### src/rtl/arbiter_puf_array_pkg.sv
// Shared sizing defaults and controller state type for the arbiter PUF evaluator.
package arbiter_puf_array_pkg;
    localparam int C_LENGTH_DEF = 64;
    localparam int N_CH_DEF     = 8;
    localparam int N_VOTE_DEF   = 15;
    localparam int T_RESET_DEF  = 2;
    localparam int T_SETTLE_DEF = 4;

    typedef enum logic [2:0] {
        ST_IDLE,
        ST_ARM,
        ST_FIRE,
        ST_SAMPLE,
        ST_DONE
    } state_t;
endpackage

### src/rtl/arbiter_puf.sv
// Behavioural stand-in for the hard arbiter cell: the winner is a fixed
// function of the challenge while the race pulse is high, low otherwise.
module arbiter_puf #(
    parameter int C_LENGTH = 64
) (
    input  logic                race,
    input  logic [C_LENGTH-1:0] challenge,
    output logic                response
);
    assign response = race & (^challenge);
endmodule

### src/rtl/arbiter_puf_array_vote_acc.sv
// Per-channel vote accumulator: synchronises the asynchronous arbiter
// decision into the clock domain, counts ones and derives majority/unanimity.
module puf_vote_acc #(
    parameter int N_VOTE = 15
) (
    input  logic iclk,
    input  logic irst_n,
    input  logic clear,
    input  logic sample,
    input  logic arb_in,
    output logic majority,
    output logic unstable
);
    localparam int CW = $clog2(N_VOTE + 1);

    logic          sync_a;
    logic          sync_b;
    logic [CW-1:0] cnt;

    // At most N_VOTE samples land between clears, so the count cannot wrap.
    always_ff @(posedge iclk or negedge irst_n) begin
        if (!irst_n) begin
            sync_a <= 1'b0;
            sync_b <= 1'b0;
            cnt    <= '0;
        end else begin
            sync_a <= arb_in;
            sync_b <= sync_a;
            if (clear) begin
                cnt <= '0;
            end else if (sample && sync_b) begin
                cnt <= cnt + CW'(1);
            end
        end
    end

    assign majority = (cnt > CW'(N_VOTE / 2));
    assign unstable = (cnt != '0) && (cnt != CW'(N_VOTE));
endmodule

### src/rtl/arbiter_puf_array.sv
// Multi-channel arbiter PUF evaluator: repeats each race N_VOTE times and
// returns a majority-voted response word with per-channel stability flags.
module arbiter_puf_array
    import arbiter_puf_array_pkg::*;
#(
    parameter int C_LENGTH = C_LENGTH_DEF,
    parameter int N_CH     = N_CH_DEF,
    parameter int N_VOTE   = N_VOTE_DEF,
    parameter int T_RESET  = T_RESET_DEF,
    parameter int T_SETTLE = T_SETTLE_DEF
) (
    input  logic                iclk,
    input  logic                irst_n,
    input  logic [C_LENGTH-1:0] ichallenge,
    input  logic                ivalid,
    output logic                oready,
    output logic [N_CH-1:0]     oresponse,
    output logic [N_CH-1:0]     ounstable,
    output logic                ovalid,
    input  logic                iready,
    output logic                obusy
);
    localparam int CW   = $clog2(N_VOTE + 1);
    localparam int TMAX = (T_RESET > T_SETTLE) ? T_RESET : T_SETTLE;
    localparam int TW   = $clog2(TMAX + 1);

    state_t              state;
    state_t              state_nxt;
    logic [TW-1:0]       tmr;
    logic [TW-1:0]       tmr_nxt;
    logic [CW-1:0]       vote_idx;
    logic [C_LENGTH-1:0] chal_q;
    logic                race_pulse;
    logic                acc_clear;
    logic                acc_sample;
    logic [C_LENGTH-1:0] chan_chal [N_CH];
    logic [N_CH-1:0]     arb_out;
    logic [N_CH-1:0]     maj;
    logic [N_CH-1:0]     unst;

    always_comb begin
        state_nxt  = state;
        tmr_nxt    = tmr;
        acc_clear  = 1'b0;
        acc_sample = 1'b0;
        case (state)
            ST_IDLE: begin
                if (ivalid) begin
                    state_nxt = ST_ARM;
                    tmr_nxt   = '0;
                    acc_clear = 1'b1;
                end
            end
            ST_ARM: begin
                if (tmr == TW'(T_RESET - 1)) begin
                    state_nxt = ST_FIRE;
                    tmr_nxt   = '0;
                end else begin
                    tmr_nxt = tmr + TW'(1);
                end
            end
            ST_FIRE: begin
                if (tmr == TW'(T_SETTLE - 1)) begin
                    state_nxt = ST_SAMPLE;
                    tmr_nxt   = '0;
                end else begin
                    tmr_nxt = tmr + TW'(1);
                end
            end
            ST_SAMPLE: begin
                acc_sample = 1'b1;
                tmr_nxt    = '0;
                state_nxt  = (vote_idx == CW'(N_VOTE - 1)) ? ST_DONE : ST_ARM;
            end
            ST_DONE: begin
                if (ovalid && iready) begin
                    state_nxt = ST_IDLE;
                end
            end
            default: state_nxt = ST_IDLE;
        endcase
    end

    // The race pulse is registered from the next state so it is glitch-free
    // and high exactly while the controller sits in FIRE or SAMPLE.
    always_ff @(posedge iclk or negedge irst_n) begin
        if (!irst_n) begin
            state      <= ST_IDLE;
            tmr        <= '0;
            vote_idx   <= '0;
            chal_q     <= '0;
            race_pulse <= 1'b0;
            ovalid     <= 1'b0;
            oresponse  <= '0;
            ounstable  <= '0;
        end else begin
            state      <= state_nxt;
            tmr        <= tmr_nxt;
            race_pulse <= (state_nxt == ST_FIRE) || (state_nxt == ST_SAMPLE);
            if (acc_clear) begin
                chal_q   <= ichallenge;
                vote_idx <= '0;
            end else if (acc_sample) begin
                vote_idx <= vote_idx + CW'(1);
            end
            if ((state == ST_DONE) && !ovalid) begin
                ovalid    <= 1'b1;
                oresponse <= maj;
                ounstable <= unst;
            end else if (ovalid && iready) begin
                ovalid <= 1'b0;
            end
        end
    end

    assign oready = (state == ST_IDLE);
    assign obusy  = (state == ST_ARM) || (state == ST_FIRE) || (state == ST_SAMPLE);

    // Each channel races the latched challenge rotated left by its index.
    for (genvar k = 0; k < N_CH; k++) begin : g_ch
        localparam int R = k % C_LENGTH;

        assign chan_chal[k] = (chal_q << R) | (chal_q >> (C_LENGTH - R));

        arbiter_puf #(
            .C_LENGTH(C_LENGTH)
        ) u_puf (
            .race     (race_pulse),
            .challenge(chan_chal[k]),
            .response (arb_out[k])
        );

        puf_vote_acc #(
            .N_VOTE(N_VOTE)
        ) u_acc (
            .iclk    (iclk),
            .irst_n  (irst_n),
            .clear   (acc_clear),
            .sample  (acc_sample),
            .arb_in  (arb_out[k]),
            .majority(maj[k]),
            .unstable(unst[k])
        );
    end
endmodule
### config.mk
export PLATFORM = sky130hd
export DESIGN_NAME = arbiter_puf_array
export DESIGN_NICKNAME = d
export VERILOG_FILES = /design/src/rtl/arbiter_puf_array_pkg.sv /design/src/rtl/arbiter_puf.sv /design/src/rtl/arbiter_puf_array_vote_acc.sv /design/src/rtl/arbiter_puf_array.sv
export SDC_FILE = /design/constraint.sdc
export NUM_CORES = 1
export LEC_CHECK = 0
export ABC_CLOCK_PERIOD_IN_PS = 4200
export BUFFER_PORTS_ARGS = -buffer_cell sky130_fd_sc_hd__buf_4
export CORE_ASPECT_RATIO = 2
export CORE_MARGIN = 5
export CORE_UTILIZATION = 55
export DETAILED_ROUTE_END_ITERATION = 10
export PLACE_DENSITY = 0.77
export SETUP_SLACK_MARGIN = 0.05
export SYNTH_ARGS = -nofsm -noshare
export SYNTH_HDL_FRONTEND = slang
export SYNTH_SLANG_ARGS = --single-unit
### constraint.sdc
create_clock -name iclk -period 4.2 [get_ports iclk]
set_clock_uncertainty 0.2 [all_clocks]
set_input_delay 0.63 -clock iclk [delete_from_list [all_inputs] [get_ports iclk]]
set_output_delay 0.63 -clock iclk [all_outputs]
set_load 0.05 [all_outputs]
* Yosys cells after proc, flatten, opt, wreduce, memory -nomap -nowiden
Index checks and enable logic that the tools add are counted.
** Word-level totals
- Bits in registers :: 140
- Logic and storage cells :: 167
- Bits of input ports :: 68
- Output and inout port bits :: 19
** Operators by class
- $add $sub $neg :: 10
- $lt $le $gt $ge :: 8
- Eq/ne operators :: 18
- Muxes and demuxes :: 33
- Bitwise operators :: 15
- Reductions and logical operators :: 51
** Operator list (count)
- $reduce_xor 64->1 :: 8
- $mux 4 :: 18
- $or 64x1->64 :: 1
- $or 64x2->64 :: 1
- $or 64x3->64 :: 1
- $or 64x4->64 :: 1
- $or 64x5->64 :: 1
- $or 64x6->64 :: 1
- $or 64x7->64 :: 1
- $add 4x1->4 const B :: 9
- $reduce_bool 4->1 :: 9
- $gt 4x3->1 const B :: 8
- $ne 4x4->1 const B :: 8
- $mux 3 :: 8
- $reduce_bool 2->1 :: 10
- $logic_and 1x1->1 :: 18
- $eq 3x2->1 const B :: 5
- $pmux 3 s5 :: 1
- $pmux 3 s4 :: 1
- $and 1x1->1 :: 8
- $eq 3x1->1 const B :: 2
- $mux 1 :: 5
- $eq 4x4->1 const B :: 1
- $add 3x1->3 const B :: 1
- 6 further kinds :: 8

* Logic depth before layout (Yosys ltp)
- Depth after elaboration :: 5
- Mapped depth :: 7
- Mapped depth without buffers :: 7

* By module
A second synthesis with hierarchy kept.
** Unflattened totals
- Cells, all modules :: 963
- Area, all modules :: 10317.4 sq um
** By module, submodules not included
- arbiter_puf :: cells each 64, area each 558.0 sq um, times used 8, sequential area each 0.0 sq um
- arbiter_puf_array :: cells each 243, area each 3681.0 sq um, times used 1, sequential area each 2302.2 sq um
- puf_vote_acc :: cells each 26, area each 271.5 sq um, times used 8, sequential area each 150.1 sq um

* Worst setup path before layout
OpenSTA, ideal clock, no wires.
- Kind :: reg2reg
- From :: register state[0]
- To :: register chal_q[0]
- Stages on the path, launching flop included :: 6
- Period minus slack after synthesis :: 2.925 ns
- Buffers on the path :: 2
- Setup time :: 0.125 ns
- Setup slack :: 1.275 ns
- Data arrival time :: 2.600 ns
- Required time :: 3.875 ns
- Cells stage by stage :: dfrtp_1 > nor3_1 > and2_1 > clkbuf_1 > buf_2 > mux2_2
** Between the ends
- Cells in the longest elaborated chain, start to end :: 2
** RTL lines
- start: declaration :: RTL line arbiter_puf_array.sv:27 : state_t state;
- start signal: assignment :: RTL line arbiter_puf_array.sv:97 : state <= state_nxt;
- $logic_not 3->1
- via oready :: RTL line arbiter_puf_array.sv:16 : output logic oready,
- $mux 1 :: RTL line arbiter_puf_array.sv:46 : case (state)
- end signal: assignment :: RTL line arbiter_puf_array.sv:101 : chal_q <= ichallenge;
- end: declaration :: RTL line arbiter_puf_array.sv:32 : logic [C_LENGTH-1:0] chal_q;
The timed path passes the listed nets, and every way through them passes these cells.
A chain may end at the register's enable or synchronous reset.

* Final worst setup path
- From :: register state[2]
- To :: register chal_q[20]
** Between the ends
- Cells in the longest elaborated chain, start to end :: 2
** RTL lines (RTL line)
- $logic_not 3->1 :: arbiter_puf_array.sv:46
- $mux 1 :: arbiter_puf_array.sv:46
Every way passes these cells.

==> out/metrics.sh <==
SYNTH-MAIN-FF-CELL='dfrtp_1'
DIEAREA_MM2=0.0139
FIN_WORST_HOLD_SLACK_NS=0.124
ROUTE.DETAILED.VIAS_PER_INST=5.33
GRT_FIRST_PASS_WIRELENGTH_UM=21000
SETUP.WORST_PATH.CLASS='reg2reg'
ANTENNA_VIOLATIONS_BEFORE_REPAIR=0
GRTUSAGETOTAL_PCT=19.2
POST_SYNTHESIS_AREA_PER_INSTANCE_UM2=12.3
CLK_SLEW_ON_WORST_S_H_PATHS_NS=0.06
CRIT_ARRIVAL_NS=2.66
WORST_HOLD_PATH_TYPE='in2async'
ASYNC_RESET_FF_SHARE_PCT=100
TYPE_OF_DESTINATION_OF_THE_CRITICAL_PATH='flip-flop'
PEAKVDDDROP_mV=0.755
ACTUAL_SLEW_AT_THE_WORST_MAX_SLEW_PIN_NS=1.22
SETUP_WS_NS=1.63
CORE_AREA_MM2=0.0113
LAYOUT_FILLERS=849
CRITICAL_PATH.STARTPOINT_TYPE='flip-flop'
FLOORPLAN.ROWS=55
START_UTIL_PCT=56.1
MAX_SLEW_MARGIN_PCT=18.5
MAX_CLOCK_FREQ_GHz=0.389
CTS_TREE='yes'
POSTCTSSETUPBUFFERS=0
CHIP_WIDTH_UM=85.8
HTREE_NUM_LEVELS=4
MAXIMUM_CAPACITANCE_VIOLATIONS=0
SYNTH_TOP_AREA_SHARE_PCT=55.4
DRCVIOLATIONCOUNT=0
CTS_MADE_BUFFERS=17
TIMING.FINAL.HOLD_VIOLATIONS=0
SYNTH_EDF_COUNT=0
MAPPEDNETLISTNETS=603
SYNTH-SEQ-AREA-SHARE_PCT=55.4
DIE_HEIGHT_UM=162
WORST_EP_REQUIRED_TIME_NS=4.29
CELL_AREA_SYNTH_MM2=0.00633
YS_FF_LATCH=140
POSTROUTEANTENNANETS=0
OUTCOME='completed'
FIN_SETUP_TNS_NS=0
PLACE_CONGESTION=0.743
REGTOREGSTARTPOINT='state[2]$_DFF_PN0_'
IO_BUFFER_COUNT=86
DR_PASS1_ITERATIONS=4
CLOCK_SINK_COUNT=140
ANTENNA-DIODE-COUNT=0
SYNTHCELLS=513
SYNTHTOPCELLSBYAREA='dfrtp_1 (55%), mux2_2 (13%), xnor2_1 (8.7%)'
VIA_COUNT=4039
SYNTHDOMINANTAREACELLTYPE='dfrtp_1'
FLOW.AREA_GROWTH_FROM_SYNTHESIS_PCT=22.8
LEAKAGE_COMPONENT_OF_THE_POWER_nW=3.58
CLK_LATENCY_NS=0.41
GRT_START_MAX_NET_PINS=104
FINAL_LAYOUT_SIZE_SUFFIX_GT1_SHARE_PCT=31.3
DETAILEDPLACEMENTHPWL_UM=8420
POST-ROUTE-PERIOD-UTIL_PCT=61.2
POST_CTS_SIZING=0
YOSYS-TOP-CELLS-COUNT='dfrtp_1 (140), mux2_2 (72), xnor2_1 (63), nand3_1 (26), inv_1 (23)'
GLOBALROUTE.TOTALOVERFLOW=0
CP-STARTPOINT='state[2]$_DFF_PN0_'
POST-PLACE-WS_NS=1.67
IO-PIN-COUNT=87
MAXSLEWVIOLCOUNT=0
HOLD_BUFFERS=0
POWER.DENSITY_CELL_AREA_mW_PER_MM2=888
DRT_ITER0_MARKERS=120
TOTALWIRELENGTH_UM=12100
CRITICAL_PATH_PEAK_FANOUT=99
FIRST_GLOBAL_VIAS=4578
FIN_CRIT_NS=2.57
AVGROUTEDWIREPERCELL_UM=15.9
FINISH.NET_COUNT=693
SYNTH_WARNINGS=0
CTS_ROOT_BUF='clkbuf_16'
SYNTH_CELL_TYPES=29
GRT_SETUP_UNREPAIRED='false'
CTSLONGESTPATHBUFFERS=2
POST-SYNTH-TOP-COUNT-CELL='dfrtp_1'
SETUP_VIOLATIONS_FINAL=0
-- worst paths after layout --
kind                                                     to  slack, ns  depth (start not counted)
max                                  chal_q[20]$_DFFE_PN0P_       1.63                          3
min                        g_ch[5].u_acc.cnt[3]$_DFFE_PN0P_       0.12                          1
max reg2reg                          chal_q[20]$_DFFE_PN0P_       1.63                          3
min reg2reg                  g_ch[3].u_acc.sync_b$_DFF_PN0_       0.14                          0
max in group asynchronous            chal_q[25]$_DFFE_PN0P_       2.83                          2
min in group iclk            g_ch[3].u_acc.sync_b$_DFF_PN0_       0.14                          0
-- flip-flops by register name, indices dropped and copies added, names as in the netlist, 3 cells and up --
name and cells:
chal_q 64, g_ch.u_acc.cnt 32, g_ch.u_acc.sync_a 8, g_ch.u_acc.sync_b 8, oresponse 8, ounstable 8, state 3, tmr 3
vote_idx 4
-- power by group --
part	switching [mW]	internal (mW)	total (mW)
Clock	0.545	1.15	1.69
Sequential	0.304	1.78	2.08
Combinational	1.55	1.58	3.13
-- placed cells by master, fill, tap and decap left out, drive strengths merged, types with 3 or more instances in the layout --
master / instances
buf: 89
a21o: 8
nor2: 21
inv: 24
and2: 9
nor3: 3
bufinv: 6
o21ai: 14
clkinv: 4
nand2: 21
a311oi: 8
ha: 22
a21oi: 20
or3: 8
mux2: 72
clkbuf: 21
xnor2: 63
xor2: 17
nand3: 26
nor3b: 8
dfrtp: 140
-- area by class of cell --
cell class	count	area (um2)	area share, %
clock buffer	21	460	5.93
clock inverter	11	213	2.74
inverter	23	86.3	1.11
multi-input combinational	332	2660	34.2
sequential	140	3500	45.1
tap	142	178	2.29
timing repair buffer	89	672	8.65
-- through the flow --
stage                     utilization [%]  cells  instance area [um2]  power, mW
after floorplan                         -    513                 6330       4.74
after global placement               62.9    726                 7100       5.02
after detailed placement             62.9    726                 7100       5.18
after CTS                            68.8    758                 7770       6.98
after global routing                 68.8    758                 7770       7.26
final                                68.8    758                 7770       6.90
-- logic make-up (layout without fill, tap and decap cells) --
group	count (synthesis)	count (layout)	synth area share [%]
flops	140	140	55.4
compound gates	54	54	5.32
simple gates	103	103	8.23
fa+ha+maj	22	22	4.35
xor+xnor	80	80	11.1
buf+inv	41	144	2.69
mux	73	73	13.0
-- critical path, cell delays in order, from the launching register on --
cell and delay, ns:
dfrtp_1 0.49, nor3_1 0.26, and2_4 0.99, mux2_2 0.44
-- layer usage --
metal	part of all wire (%)	up-vias	GRT usage, %
met5	0	-	0
met4	1.4	0	5.55
met2	58	85	36.2
met3	4.4	10	5.94
li1	-	1929	-
met1	36	2015	20.0
Power figures use the tool's default switching activity.
